`config.mk`:
```
export PLATFORM = sky130hd
export DESIGN_NAME = video_timer_pg
export DESIGN_NICKNAME = d
export VERILOG_FILES = /design/src/rtl/video_timer_pg.sv
export SDC_FILE = /design/constraint.sdc
export NUM_CORES = 1
export LEC_CHECK = 0
export CAP_MARGIN = 30
export CORE_ASPECT_RATIO = 1.4
export CORE_MARGIN = 8
export CORE_UTILIZATION = 55
export DETAILED_ROUTE_END_ITERATION = 10
export GPL_TIMING_DRIVEN = 0
export PLACE_DENSITY = 0.78
export RECOVER_POWER = 50
export SLEW_MARGIN = 30
export SYNTH_ARGS = -nofsm -noshare
export SYNTH_HDL_FRONTEND = slang
export SYNTH_SLANG_ARGS = --single-unit
```
`constraint.sdc`:
```
create_clock -name clk -period 3.4 [get_ports clk]
set_input_delay 0.68 -clock clk [delete_from_list [all_inputs] [get_ports clk]]
set_output_delay 0.68 -clock clk [all_outputs]
set_load 0.005 [all_outputs]
```
`src/rtl/video_timer_pg.sv`:
```
`default_nettype none
// ============================================================================
// Module   : video_timer_pg
// Purpose  : Parametrised video timing generator. Pixel/line counters drive
//            registered hsync, vsync, data-enable and start-of-line/frame
//            strobes. A double-buffered config set lets a new mode be staged
//            at any time and swapped in only at a frame boundary.
// Revision : 1.0 - initial release
// ============================================================================
module video_timer_pg #(
  parameter int PIX_W  = 12,
  parameter int LINE_W = 10
) (
  input  logic              clk,
  input  logic              reset_b,
  input  logic              enable,
  input  logic              reset_timer,
  input  logic              cfg_load,
  input  logic [PIX_W-1:0]  cfg_ticks_per_line,
  input  logic [LINE_W-1:0] cfg_lines_per_frame,
  input  logic [PIX_W-1:0]  cfg_hs_start,
  input  logic [PIX_W-1:0]  cfg_hs_stop,
  input  logic [PIX_W-1:0]  cfg_vs_pix_start,
  input  logic [PIX_W-1:0]  cfg_vs_pix_stop,
  input  logic [LINE_W-1:0] cfg_vs_line_start,
  input  logic [LINE_W-1:0] cfg_vs_line_stop,
  input  logic [PIX_W-1:0]  cfg_de_pix_start,
  input  logic [PIX_W-1:0]  cfg_de_pix_stop,
  input  logic [LINE_W-1:0] cfg_de_line_start,
  input  logic [LINE_W-1:0] cfg_de_line_stop,
  input  logic [LINE_W-1:0] cfg_starting_line,
  input  logic              cfg_active_high,
  output logic              hsync,
  output logic              vsync,
  output logic              de,
  output logic              sol,
  output logic              sof,
  output logic [PIX_W-1:0]  pix_counter,
  output logic [LINE_W-1:0] line_counter,
  output logic              cfg_pending,
  output logic              running
);

  typedef enum logic [1:0] {
    UNCFG = 2'd0,
    RUN   = 2'd1,
    PEND  = 2'd2
  } state_t;

  typedef struct packed {
    logic [PIX_W-1:0]  ticks;
    logic [LINE_W-1:0] lines;
    logic [PIX_W-1:0]  hs_start;
    logic [PIX_W-1:0]  hs_stop;
    logic [PIX_W-1:0]  vs_pix_start;
    logic [PIX_W-1:0]  vs_pix_stop;
    logic [LINE_W-1:0] vs_line_start;
    logic [LINE_W-1:0] vs_line_stop;
    logic [PIX_W-1:0]  de_pix_start;
    logic [PIX_W-1:0]  de_pix_stop;
    logic [LINE_W-1:0] de_line_start;
    logic [LINE_W-1:0] de_line_stop;
    logic [LINE_W-1:0] starting_line;
    logic              active_high;
  } cfg_t;

  state_t            state_q;
  cfg_t              work_q;
  cfg_t              shad_q;
  cfg_t              cfg_in;
  logic [PIX_W-1:0]  pix_q;
  logic [PIX_W-1:0]  pix_d;
  logic [LINE_W-1:0] line_q;
  logic [LINE_W-1:0] line_d;
  logic              vs_act_q;
  logic              vs_act_d;
  logic              hsync_q, vsync_q, de_q, sol_q, sof_q;
  logic              pend_q, run_q;
  logic              line_end, frame_wrap, hs_hit, de_hit;
  logic              restart_ah;

  // Gather the cfg_* inputs into one record for shadow/working captures
  always_comb begin
    cfg_in               = '0;
    cfg_in.ticks         = cfg_ticks_per_line;
    cfg_in.lines         = cfg_lines_per_frame;
    cfg_in.hs_start      = cfg_hs_start;
    cfg_in.hs_stop       = cfg_hs_stop;
    cfg_in.vs_pix_start  = cfg_vs_pix_start;
    cfg_in.vs_pix_stop   = cfg_vs_pix_stop;
    cfg_in.vs_line_start = cfg_vs_line_start;
    cfg_in.vs_line_stop  = cfg_vs_line_stop;
    cfg_in.de_pix_start  = cfg_de_pix_start;
    cfg_in.de_pix_stop   = cfg_de_pix_stop;
    cfg_in.de_line_start = cfg_de_line_start;
    cfg_in.de_line_stop  = cfg_de_line_stop;
    cfg_in.starting_line = cfg_starting_line;
    cfg_in.active_high   = cfg_active_high;
  end

  // Next counter values, window decodes for the current counter position
  always_comb begin
    line_end   = (pix_q == work_q.ticks);
    frame_wrap = enable && line_end && (line_q == work_q.lines);
    pix_d      = line_end ? '0 : pix_q + PIX_W'(1);
    line_d     = line_q;
    if (line_end) begin
      line_d = (line_q == work_q.lines) ? '0 : line_q + LINE_W'(1);
    end

    hs_hit = 1'b0;
    if (work_q.hs_start < work_q.hs_stop) begin
      hs_hit = (pix_q >= work_q.hs_start) && (pix_q < work_q.hs_stop);
    end else if (work_q.hs_start > work_q.hs_stop) begin
      hs_hit = (pix_q >= work_q.hs_start) || (pix_q < work_q.hs_stop);
    end

    // Clear is checked first so it wins when both points coincide
    vs_act_d = vs_act_q;
    if ((line_q == work_q.vs_line_stop) && (pix_q == work_q.vs_pix_stop)) begin
      vs_act_d = 1'b0;
    end else if ((line_q == work_q.vs_line_start) && (pix_q == work_q.vs_pix_start)) begin
      vs_act_d = 1'b1;
    end

    de_hit = (pix_q >= work_q.de_pix_start) && (pix_q < work_q.de_pix_stop) &&
             (line_q >= work_q.de_line_start) && (line_q < work_q.de_line_stop);

    // On a restart from PEND the shadow becomes the working set immediately
    restart_ah = (state_q == PEND) ? shad_q.active_high : work_q.active_high;
  end

  // Control FSM, counters, config sets and registered outputs
  always_ff @(posedge clk or negedge reset_b) begin
    if (!reset_b) begin
      state_q  <= UNCFG;
      work_q   <= '0;
      shad_q   <= '0;
      pix_q    <= '0;
      line_q   <= '0;
      vs_act_q <= 1'b0;
      hsync_q  <= 1'b0;
      vsync_q  <= 1'b0;
      de_q     <= 1'b0;
      sol_q    <= 1'b0;
      sof_q    <= 1'b0;
      pend_q   <= 1'b0;
      run_q    <= 1'b0;
    end else begin
      case (state_q)
        UNCFG: begin
          if (cfg_load) begin
            work_q  <= cfg_in;
            pix_q   <= '0;
            line_q  <= cfg_starting_line;
            state_q <= RUN;
            run_q   <= 1'b1;
          end
        end
        default: begin
          if (reset_timer) begin
            if (state_q == PEND) begin
              work_q <= shad_q;
              line_q <= shad_q.starting_line;
            end else begin
              line_q <= work_q.starting_line;
            end
            pix_q    <= '0;
            vs_act_q <= 1'b0;
            hsync_q  <= ~restart_ah;
            vsync_q  <= ~restart_ah;
            de_q     <= 1'b0;
            sol_q    <= 1'b0;
            sof_q    <= 1'b0;
            state_q  <= RUN;
            pend_q   <= 1'b0;
          end else begin
            if (enable) begin
              pix_q    <= pix_d;
              line_q   <= line_d;
              vs_act_q <= vs_act_d;
              hsync_q  <= hs_hit ? work_q.active_high : ~work_q.active_high;
              vsync_q  <= vs_act_d ? work_q.active_high : ~work_q.active_high;
              de_q     <= de_hit;
              sol_q    <= (pix_q == '0);
              sof_q    <= (pix_q == '0) && (line_q == '0);
            end
            // A load on the wrap edge is staged, never applied at that edge
            if (cfg_load) begin
              shad_q  <= cfg_in;
              state_q <= PEND;
              pend_q  <= 1'b1;
            end else if (frame_wrap && (state_q == PEND)) begin
              work_q  <= shad_q;
              state_q <= RUN;
              pend_q  <= 1'b0;
            end
          end
        end
      endcase
    end
  end

  assign hsync        = hsync_q;
  assign vsync        = vsync_q;
  assign de           = de_q;
  assign sol          = sol_q;
  assign sof          = sof_q;
  assign pix_counter  = pix_q;
  assign line_counter = line_q;
  assign cfg_pending  = pend_q;
  assign running      = run_q;

endmodule
`default_nettype wire

```
==> results of run 1 <==
==> power breakdown <==
part	internal [W]	total [W]	switching (W)
logic	0.00222	0.00479	0.00257
registers	0.00511	0.00617	0.00106
clock network	0.00241	0.00396	0.00155
==> worst max-delay path: stages (launching register included) <==
cell and delay (ns):
dfrtp_1 0.62, clkbuf_1 0.40, xnor2_1 0.17, nand4_1 0.11, nor3_2 0.33, nand4_1 0.13
a311oi_1 0.30, buf_2 0.32, buf_4 0.32, buf_4 0.23, a31oi_1 0.12
==> cells in the mapped netlist, types with 4 or more instances <==
| cell | count | area, um2 |
|---|---|---|
| nand2_1 | 323 | 1210 |
| dfrtp_1 | 322 | 8060 |
| nor2_1 | 181 | 679 |
| a31oi_1 | 148 | 926 |
| mux2_2 | 146 | 1640 |
| ha_1 | 81 | 1010 |
| clkbuf_1 | 77 | 289 |
| inv_1 | 75 | 282 |
| xnor2_1 | 59 | 517 |
| a21oi_1 | 38 | 190 |
| nand4_1 | 27 | 169 |
| buf_2 | 24 | 120 |
| o21ai_0 | 21 | 105 |
| nor4_1 | 16 | 100 |
| xor2_1 | 16 | 140 |
| a21o_1 | 15 | 113 |
| buf_4 | 11 | 82.6 |
| nand3_1 | 9 | 45.0 |
| nand2b_1 | 8 | 50.1 |
| and3_1 | 7 | 43.8 |
| nor3_1 | 7 | 35.0 |
| o31ai_1 | 6 | 45.0 |
| a211oi_1 | 5 | 37.5 |
| nor2b_1 | 5 | 31.3 |
| a211o_1 | 4 | 35.0 |
| a221oi_1 | 4 | 35.0 |
| o2111ai_1 | 4 | 35.0 |
==> per-layer routing <==
metal | vias to the layer above | GRT usage | part of all wire
met5 | - | 0 | 0
met4 | 0 | 0.148 | 0.055
met3 | 139 | 0.0359 | 0.058
met2 | 502 | 0.477 | 0.51
met1 | 6724 | 0.318 | 0.38
li1 | 6226 | - | -
==> per-stage QoR <==
stage                     instances  instance area (um2)  total power [W]  hold slack [ns]   util
after floorplan                1682                16400          0.00909            0.384      -
after global placement         2243                18600           0.0107            0.445  0.629
after detailed placement       2247                18800           0.0110            0.456  0.632
after CTS                      2309                20000           0.0150            0.473  0.673
after global routing           2311                20000           0.0158            0.490  0.673
final                          2313                20000           0.0149            0.469  0.673
==> layout make-up <==
cell class                      count  area (um2)  share of cell area
Clock inverter                     15         234              0.0117
Antenna cell                        4        10.0            0.000501
Timing Repair Buffer              182        1880              0.0939
Tap cell                          385         482              0.0241
Clock buffer                       45         943              0.0473
Multi-Input combinational cell   1173        7570               0.379
Buffer                            112         510              0.0256
Inverter                           75         282              0.0141
Sequential cell                   322        8060               0.404
==> worst max path at each step <==
stage / from / endpoint / slack [ns]
detailed placement: line_counter[0] / work_q[118] / -0.07
floorplan: line_counter[0] / work_q[100] / 0.99
CTS: pix_counter[1] / work_q[121] / 0.008
finish: pix_counter[7] / work_q[121] / 0.21
global placement: reset_b / shad_q[125] / -12.03
global route: pix_counter[6] / work_q[116] / 0.06
==> timing repair <==
action / 4_1_cts / 5_1_grt
resized for setup: 8 / 16
setup endpoints to repair: 101 / 132
setup buffers: 1 / 0
hold buffers: 1 / 0
endpoints found under the hold margin: 19 / 0
pin swaps: 1 / 0
==> registers in the layout, summed over array words and instances (netlist names) <==
| signal | flops |
|---|---|
| sol | 1 |
| shad_q | 145 |
| state_q | 2 |
| hsync | 1 |
| work_q | 145 |
| running | 1 |
| line_counter | 10 |
| sof | 1 |
| de | 1 |
| pix_counter | 12 |
| cfg_pending | 1 |
| vs_act_q | 1 |
| vsync | 1 |
==> logic make-up (layout without fill, tap and decap cells) <==
kind of cell / count (synthesis) / after routing
compound gates: 277 / 277
buf+inv: 187 / 429
fa+ha+maj: 81 / 81
mux: 147 / 147
other cells: 0 / 4
simple gates: 593 / 593
flops: 322 / 322
xor+xnor: 75 / 75
==> out/results.ini, run 1 <==
[cells_and_area]
drive_gt1_frac=0.135
fin_nets=2131
final_common_cell=nand2_1
fill_cells=2380
layout_common_cells=nand2_1, dfrtp_1, nor2_1
area_delta_synth_final_pct=21.8

[synth]
ys_warn_count=0
synth_flop_cell=dfrtp_1
ys_ff_latch=322
avgSynthCellArea_um2=9.75
synth_top_family_by_area=simple AND/OR/NAND/NOR gates
synthArstFlopShare=1.00
synthCells=1682
syn_area_mm2=0.0164
synthMuxAreaShare=0.101
syn-num-nets=1913
yosysSeqAreaShare=0.491
synth_edf_count=0
synthAdderAreaFrac=0.0618
synthDistinctLibCells=55
synth-xor-area-share=0.0401
synth_compound_area_frac=0.109
synth-simple-area-share=0.150

[setup_path]
r2r-start=pix_counter[7]
ff2ff_path_depth=10
critPathArrivalTime_ns=3.58
critical_path_class=reg -> reg
endpoint_kind=register
critPathLaunchType=register
rrSetupSlack_ns=0.21
cp.required_ns=3.79
r2r-end=work_q[121]
crit_fanout=10

[floorplan]
core_mm2=0.0297
initial_core_util=0.553
ios=179
die-area_mm2=0.0357
die_h_um=220
die_x_um=162
placementRows=75

[job]
cap_violations=1

[clocking]
htree_levels=2
clk_latency_ns=0.53
root_buffer=clkbuf_16
path_clk_slew_ns=0.06
numCtsBuffers=34
cts_tree=built
cts_buffer_depth=3
cts.sinks=322

[run_status]
status=finished, violations left
violations=max-capacitance violations, max-slew violations

[placement]
dpl.hpwl_um=35900
place_ws_ns=-0.0678
io_buffers=176
gp_congestion=0.922

[sta]
setup_viol_count_final=0
finalClockSkew_ns=0.0324
final.min_clock_period_ns=3.19
final-hold-violation-count=0
fin_crit_sh=0.937
drv_slew=29
maxSlewHeadroom=-0.0909
finalWorstSetupSlack_ns=0.213
rsz0062_at_grt=no
worst_slew_pin_slew_ns=1.64
fmax_mhz=314
fin_tns_setup_ns=0

[power]
p_leak_nw=8.97
p_per_area_mw_per_mm2=748
peakVddDrop_mv=0.396

[drt]
num_vias=13591
routed_wl_um=48300
drc_errors=0
postRouteAntennaNets=0
first_iter_violations=893
via_per_inst=5.88
firstDrtPassIters=5
drt-wirelength-per-cell_um=20.9

[worst_hold_path]
hold_start=running
hold_class=reg -> reg
min_to=running
whs_path_depth=1

[grt]
grt_pass1_wl_um=75500
grt_usage=0.271
grt_max_degree=88
antenna_found_initial=2
gr-total-overflow=0
grt_pass1_vias=14047

Note: power is estimated with default switching activity, not from simulation.
==> run 2, diff against run 1 <==
--- a/config.mk
+++ b/config.mk
@@ -8,10 +8,10 @@
 export CAP_MARGIN = 30
 export CORE_ASPECT_RATIO = 1.4
 export CORE_MARGIN = 8
-export CORE_UTILIZATION = 55
+export CORE_UTILIZATION = 57
 export DETAILED_ROUTE_END_ITERATION = 10
 export GPL_TIMING_DRIVEN = 0
-export PLACE_DENSITY = 0.78
+export PLACE_DENSITY = 0.8
 export RECOVER_POWER = 50
 export SLEW_MARGIN = 30
 export SYNTH_ARGS = -nofsm -noshare
==> run 2 against run 1 <==
  * The run still ends with max-capacitance violations, max-slew violations left
  * Clock skew shrank 0.0078 ns
  * Combinational power about the same
  * Design area decreased by 0.52%
  * Global-route usage grew 0.44 points
  * Critical path type unchanged
  * Highest routed layer unchanged
==> out/results.ini, run 2 (synthesis results as in run 1) <==
[run_status]
status=finished, violations left
violations=max-capacitance violations, max-slew violations

[clocking]
cts_buffer_depth=3
root_buffer=clkbuf_16
path_clk_slew_ns=0.06
numCtsBuffers=34
clk_latency_ns=0.53
cts.sinks=322
cts_tree=built
htree_levels=2

[floorplan]
initial_core_util=0.577
core_mm2=0.0284
die_x_um=159
die-area_mm2=0.0345
placementRows=73
ios=179
die_h_um=217

[cells_and_area]
fin_nets=2129
final_common_cell=nand2_1
area_delta_synth_final_pct=21.1
fill_cells=2107
fin_cells=2302
drive_gt1_frac=0.133
stdcell_area_mm2=0.0199
layout_common_cells=nand2_1, dfrtp_1, nor2_1

[drt]
drt-wirelength-per-cell_um=20.8
via_per_inst=6.02
routed_wl_um=47900
postRouteAntennaNets=0
first_iter_violations=1064
num_vias=13855
firstDrtPassIters=6
drc_errors=0

[job]
cap_violations=1

[placement]
placed_area_mm2=0.0187
dp_cells=2237
gp_congestion=0.973
dpl.hpwl_um=35400
io_buffers=176

[power]
finalPower_w=0.0147
p_leak_nw=8.94
peakVddDrop_mv=0.511
p_per_area_mw_per_mm2=743

[setup_path]
critPathBufInv=4
critPathLaunchType=register
crit_family=buffers and inverters
ff2ff_path_depth=10
slowest_delay_ns=0.48
crit_fanout=10
r2r-start=line_counter[9]
rrSetupSlack_ns=0.19
slowest_stage=dfrtp_1
worstPathCellList=clkbuf_2, xnor2_1, nand4_1, nor4_4, nand4_1, a311oi_1, buf_2, buf_4, buf_4, a31oi_1
cp.required_ns=3.78
critical_path_class=reg -> reg
critPathArrivalTime_ns=3.59
r2r-end=work_q[117]
endpoint_kind=register

[sta]
setup_viol_count_final=0
rsz0062_at_grt=no
fin_tns_setup_ns=0
final.min_clock_period_ns=3.21
fin_crit_sh=0.943
finalClockSkew_ns=0.0247
fmax_mhz=312
maxSlewHeadroom=-0.239
drv_slew=33
final-hold-violation-count=0
worst_slew_pin_slew_ns=1.86

[grt]
antenna_found_initial=5
grt_usage=0.276
grt_pass1_vias=14387
gr-total-overflow=0
grt_pass1_wl_um=75800
grt_max_degree=79

[worst_hold_path]
hold_start=running
whs_path_depth=1
min_to=running
hold_class=reg -> reg

-- run 2: worst max-delay path by stage --
stage,startpoint,endpoint,slack (ns),cells past startpoint
2_1_floorplan,line_counter[0],work_q[100],0.99,10
3_3_place_gp,reset_b,shad_q[118],-11.86,1
3_5_place_dp,line_counter[4],work_q[129],-0.01,10
4_1_cts,pix_counter[1],work_q[117],0.005,10
5_1_grt,reset_b,pix_counter[1],0.08,4
6_report,line_counter[9],work_q[117],0.19,10
-- run 2: worst register-to-register path, cell delays in order (launching register included) --
cell	delay, ns
dfrtp_1	0.48
clkbuf_2	0.24
xnor2_1	0.36
nand4_1	0.20
nor4_4	0.34
nand4_1	0.13
a311oi_1	0.34
buf_2	0.34
buf_4	0.29
buf_4	0.24
a31oi_1	0.12
-- run 2: routing by layer --
layer  vias up  routed length (um)  GRT usage
met5         -                   0          0
met2       646               24100      0.482
li1       6242                   -          -
met3       189                3250     0.0421
met1      6778               17600      0.315
met4         0                3020      0.166
-- run 2: area by class of cell --
type | count | area, um2 | share of cell area
Inverter | 75 | 282 | 0.0142
Timing Repair Buffer | 181 | 1840 | 0.0925
Antenna cell | 6 | 15.0 | 0.000756
Tap cell | 375 | 469 | 0.0236
Clock inverter | 9 | 124 | 0.00624
Multi-Input combinational cell | 1173 | 7570 | 0.381
Buffer | 111 | 504 | 0.0254
Sequential cell | 322 | 8060 | 0.406
Clock buffer | 50 | 1000 | 0.0505
-- run 2: power by group --
part           switching (W)  leakage (nW)  internal [W]  total [W]
Sequential           0.00109          3.72       0.00511    0.00620
Clock                0.00152         0.558       0.00227    0.00379
Combinational        0.00254          4.66       0.00222    0.00476
Total                0.00515          8.94       0.00960     0.0147
-- run 2: stage by stage --
stage	utilization	setup slack [ns]	hold slack, ns
4_1_cts	0.700	0.00520	0.00343
2_1_floorplan	-	0.988	0.384
3_3_place_gp	0.656	-11.86	0.441
3_5_place_dp	0.660	-0.0127	0.452
5_1_grt	0.699	0.0756	0.501
6_report	0.699	0.194	0.477
-- run 2: timing repair --
action,in CTS,in global routing
pin swaps,1,0
resized for setup,2,24
hold buffers,0,0
setup buffers,1,0
setup endpoints to repair,59,145
==> run 3, diff against run 2 <==
--- a/config.mk
+++ b/config.mk
@@ -10,7 +10,6 @@
 export CORE_MARGIN = 8
 export CORE_UTILIZATION = 57
 export DETAILED_ROUTE_END_ITERATION = 10
-export GPL_TIMING_DRIVEN = 0
 export PLACE_DENSITY = 0.8
 export RECOVER_POWER = 50
 export SLEW_MARGIN = 30
==> run 3 against run 2 <==
  * The run still ends with max-capacitance violations, max-slew violations left
  * Critical path depth is 5 lower
  * Register-to-register slack improved by 0.04 ns
  * Sequential cell count unchanged
  * Combinational power is essentially flat
  * Clock skew is 0.011 ns lower
  * Clock power is 3% higher
  * Worst setup slack gained 0.045 ns
  * Final cell count shrank 2.7%
  * Largest power group unchanged
  * Maximum frequency grew 1.4%
  * Critical path type unchanged
  * First-iteration DRC count grew 2.2%
==> out/results.ini, run 3 (synthesis results as in run 1) <==
[run_status]
status=finished, violations left
violations=max-capacitance violations, max-slew violations

[sta]
drv_slew=246
final-hold-violation-count=0
fin_tns_setup_ns=0
setup_viol_count_final=0
fin_crit_sh=0.930
worst_slew_pin_slew_ns=2.02
maxSlewHeadroom=-0.350
final.min_clock_period_ns=3.16
finalClockSkew_ns=0.0136
fmax_mhz=316
rsz0062_at_grt=no

[setup_path]
slowest_delay_ns=0.97
crit_family=simple AND/OR/NAND/NOR gates
critPathArrivalTime_ns=3.55
endpoint_kind=register
worstPathCellList=nor2_4, nor2_1, nand2_1, buf_12, mux2_2
critical_path_class=reg -> reg
critPathLaunchType=register
cp.required_ns=3.79
slowest_stage=nand2_1
crit_fanout=29
critPathBufInv=1

[drt]
drc_errors=0
num_vias=13267
postRouteAntennaNets=0
routed_wl_um=46200
first_iter_violations=1087
firstDrtPassIters=6
drt-wirelength-per-cell_um=20.6
via_per_inst=5.93

[placement]
placed_area_mm2=0.0187
gp_congestion=0.862
dpl.hpwl_um=32200
io_buffers=178

[grt]
grt_pass1_vias=13606
grt_pass1_wl_um=73400
gr-total-overflow=0
antenna_found_initial=4
grt_max_degree=147
grt_usage=0.266

[floorplan]
die-area_mm2=0.0345
placementRows=73
die_x_um=159
core_mm2=0.0284
initial_core_util=0.577
die_h_um=217
ios=179

[clocking]
post_cts_resized=0
htree_levels=2
cts.sinks=322
cts_tree=built
numCtsBuffers=34
clk_latency_ns=0.51
root_buffer=clkbuf_16
cts_buffer_depth=3
post_cts_buffers=0
path_clk_slew_ns=0.06
hold_buffers=0

[cells_and_area]
final_common_cell=nand2_1
drive_gt1_frac=0.138
fin_nets=2066
fill_cells=2100
stdcell_area_mm2=0.0199
layout_common_cells=nand2_1, dfrtp_1, nor2_1
area_delta_synth_final_pct=21.2

[power]
switching_power_w=0.00504
p_per_area_mw_per_mm2=745
swShare=0.340
p_leak_nw=8.92
p_seq_frac=0.416
combPwrFrac=0.321
internal-power_w=0.00977
peakVddDrop_mv=0.514
clkPwrFrac=0.263

[job]
cap_violations=3

[worst_hold_path]
hold_class=reg -> reg

[run 3: cell types whose count changed in the layout (fill, tap and decap cells not counted), moves of 6 or more]
| cell | previous run | this run |
|---|---|---|
| clkdlybuf4s50_1 | 162 | 170 |
| clkbuf_1 | 72 | 7 |
| dlygate4sd3_1 | 13 | 7 |
| buf_4 | 12 | 37 |
| clkbuf_2 | 13 | 2 |
| buf_2 | 24 | 0 |
| buf_12 | 0 | 10 |
[run 3: final timing paths]
kind,startpoint,to,slack (ns),cells after the start
hold / removal,shad_q[27],shad_q[27],0.50,1
setup reg to reg,state_q[1],shad_q[19],0.24,5
setup / recovery,state_q[1],shad_q[19],0.24,5
min in group asynchronous,reset_b,shad_q[59],0.73,1
hold reg to reg,shad_q[27],shad_q[27],0.50,1
max in group asynchronous,reset_b,work_q[15],0.70,2
[run 3: final cells by class]
type	instances	area (um2)	share of cell area
Clock inverter	9	123	0.00617
Tap cell	375	469	0.0236
Clock buffer	52	1060	0.0534
Timing Repair Buffer	229	2280	0.115
Inverter	75	282	0.0142
Sequential cell	322	8060	0.405
Multi-Input combinational cell	1173	7590	0.382
Antenna cell	4	10.0	0.000504
[run 3: metal layers]
metal / routed length (um) / track usage / up-vias / part of all wire
met3: 3010 / 0.0493 / 125 / 0.065
met1: 17800 / 0.313 / 6567 / 0.39
li1: - / - / 6102 / -
met2: 23100 / 0.460 / 473 / 0.50
met4: 2250 / 0.130 / 0 / 0.049
met5: 0 / 0 / - / 0
[run 3: stage by stage]
step	utilization	setup WS [ns]	total power [W]	std cells	hold slack [ns]
floorplan	-	0.988	0.00909	1682	0.384
global placement	0.660	0.495	0.0106	2174	0.486
detailed placement	0.660	0.351	0.0109	2174	0.493
CTS	0.701	0.304	0.0148	2235	0.171
global route	0.700	0.0662	0.0157	2238	0.515
finish	0.700	0.238	0.0148	2239	0.505
[run 3: power by group through the flow]
stage / logic, W / clock network (W) / registers, W
after floorplan: 0.00330 / 0 / 0.00579
after global placement: 0.00449 / 0 / 0.00613
after detailed placement: 0.00472 / 0 / 0.00619
after CTS: 0.00477 / 0.00394 / 0.00614
after global routing: 0.00531 / 0.00410 / 0.00629
final: 0.00476 / 0.00389 / 0.00616
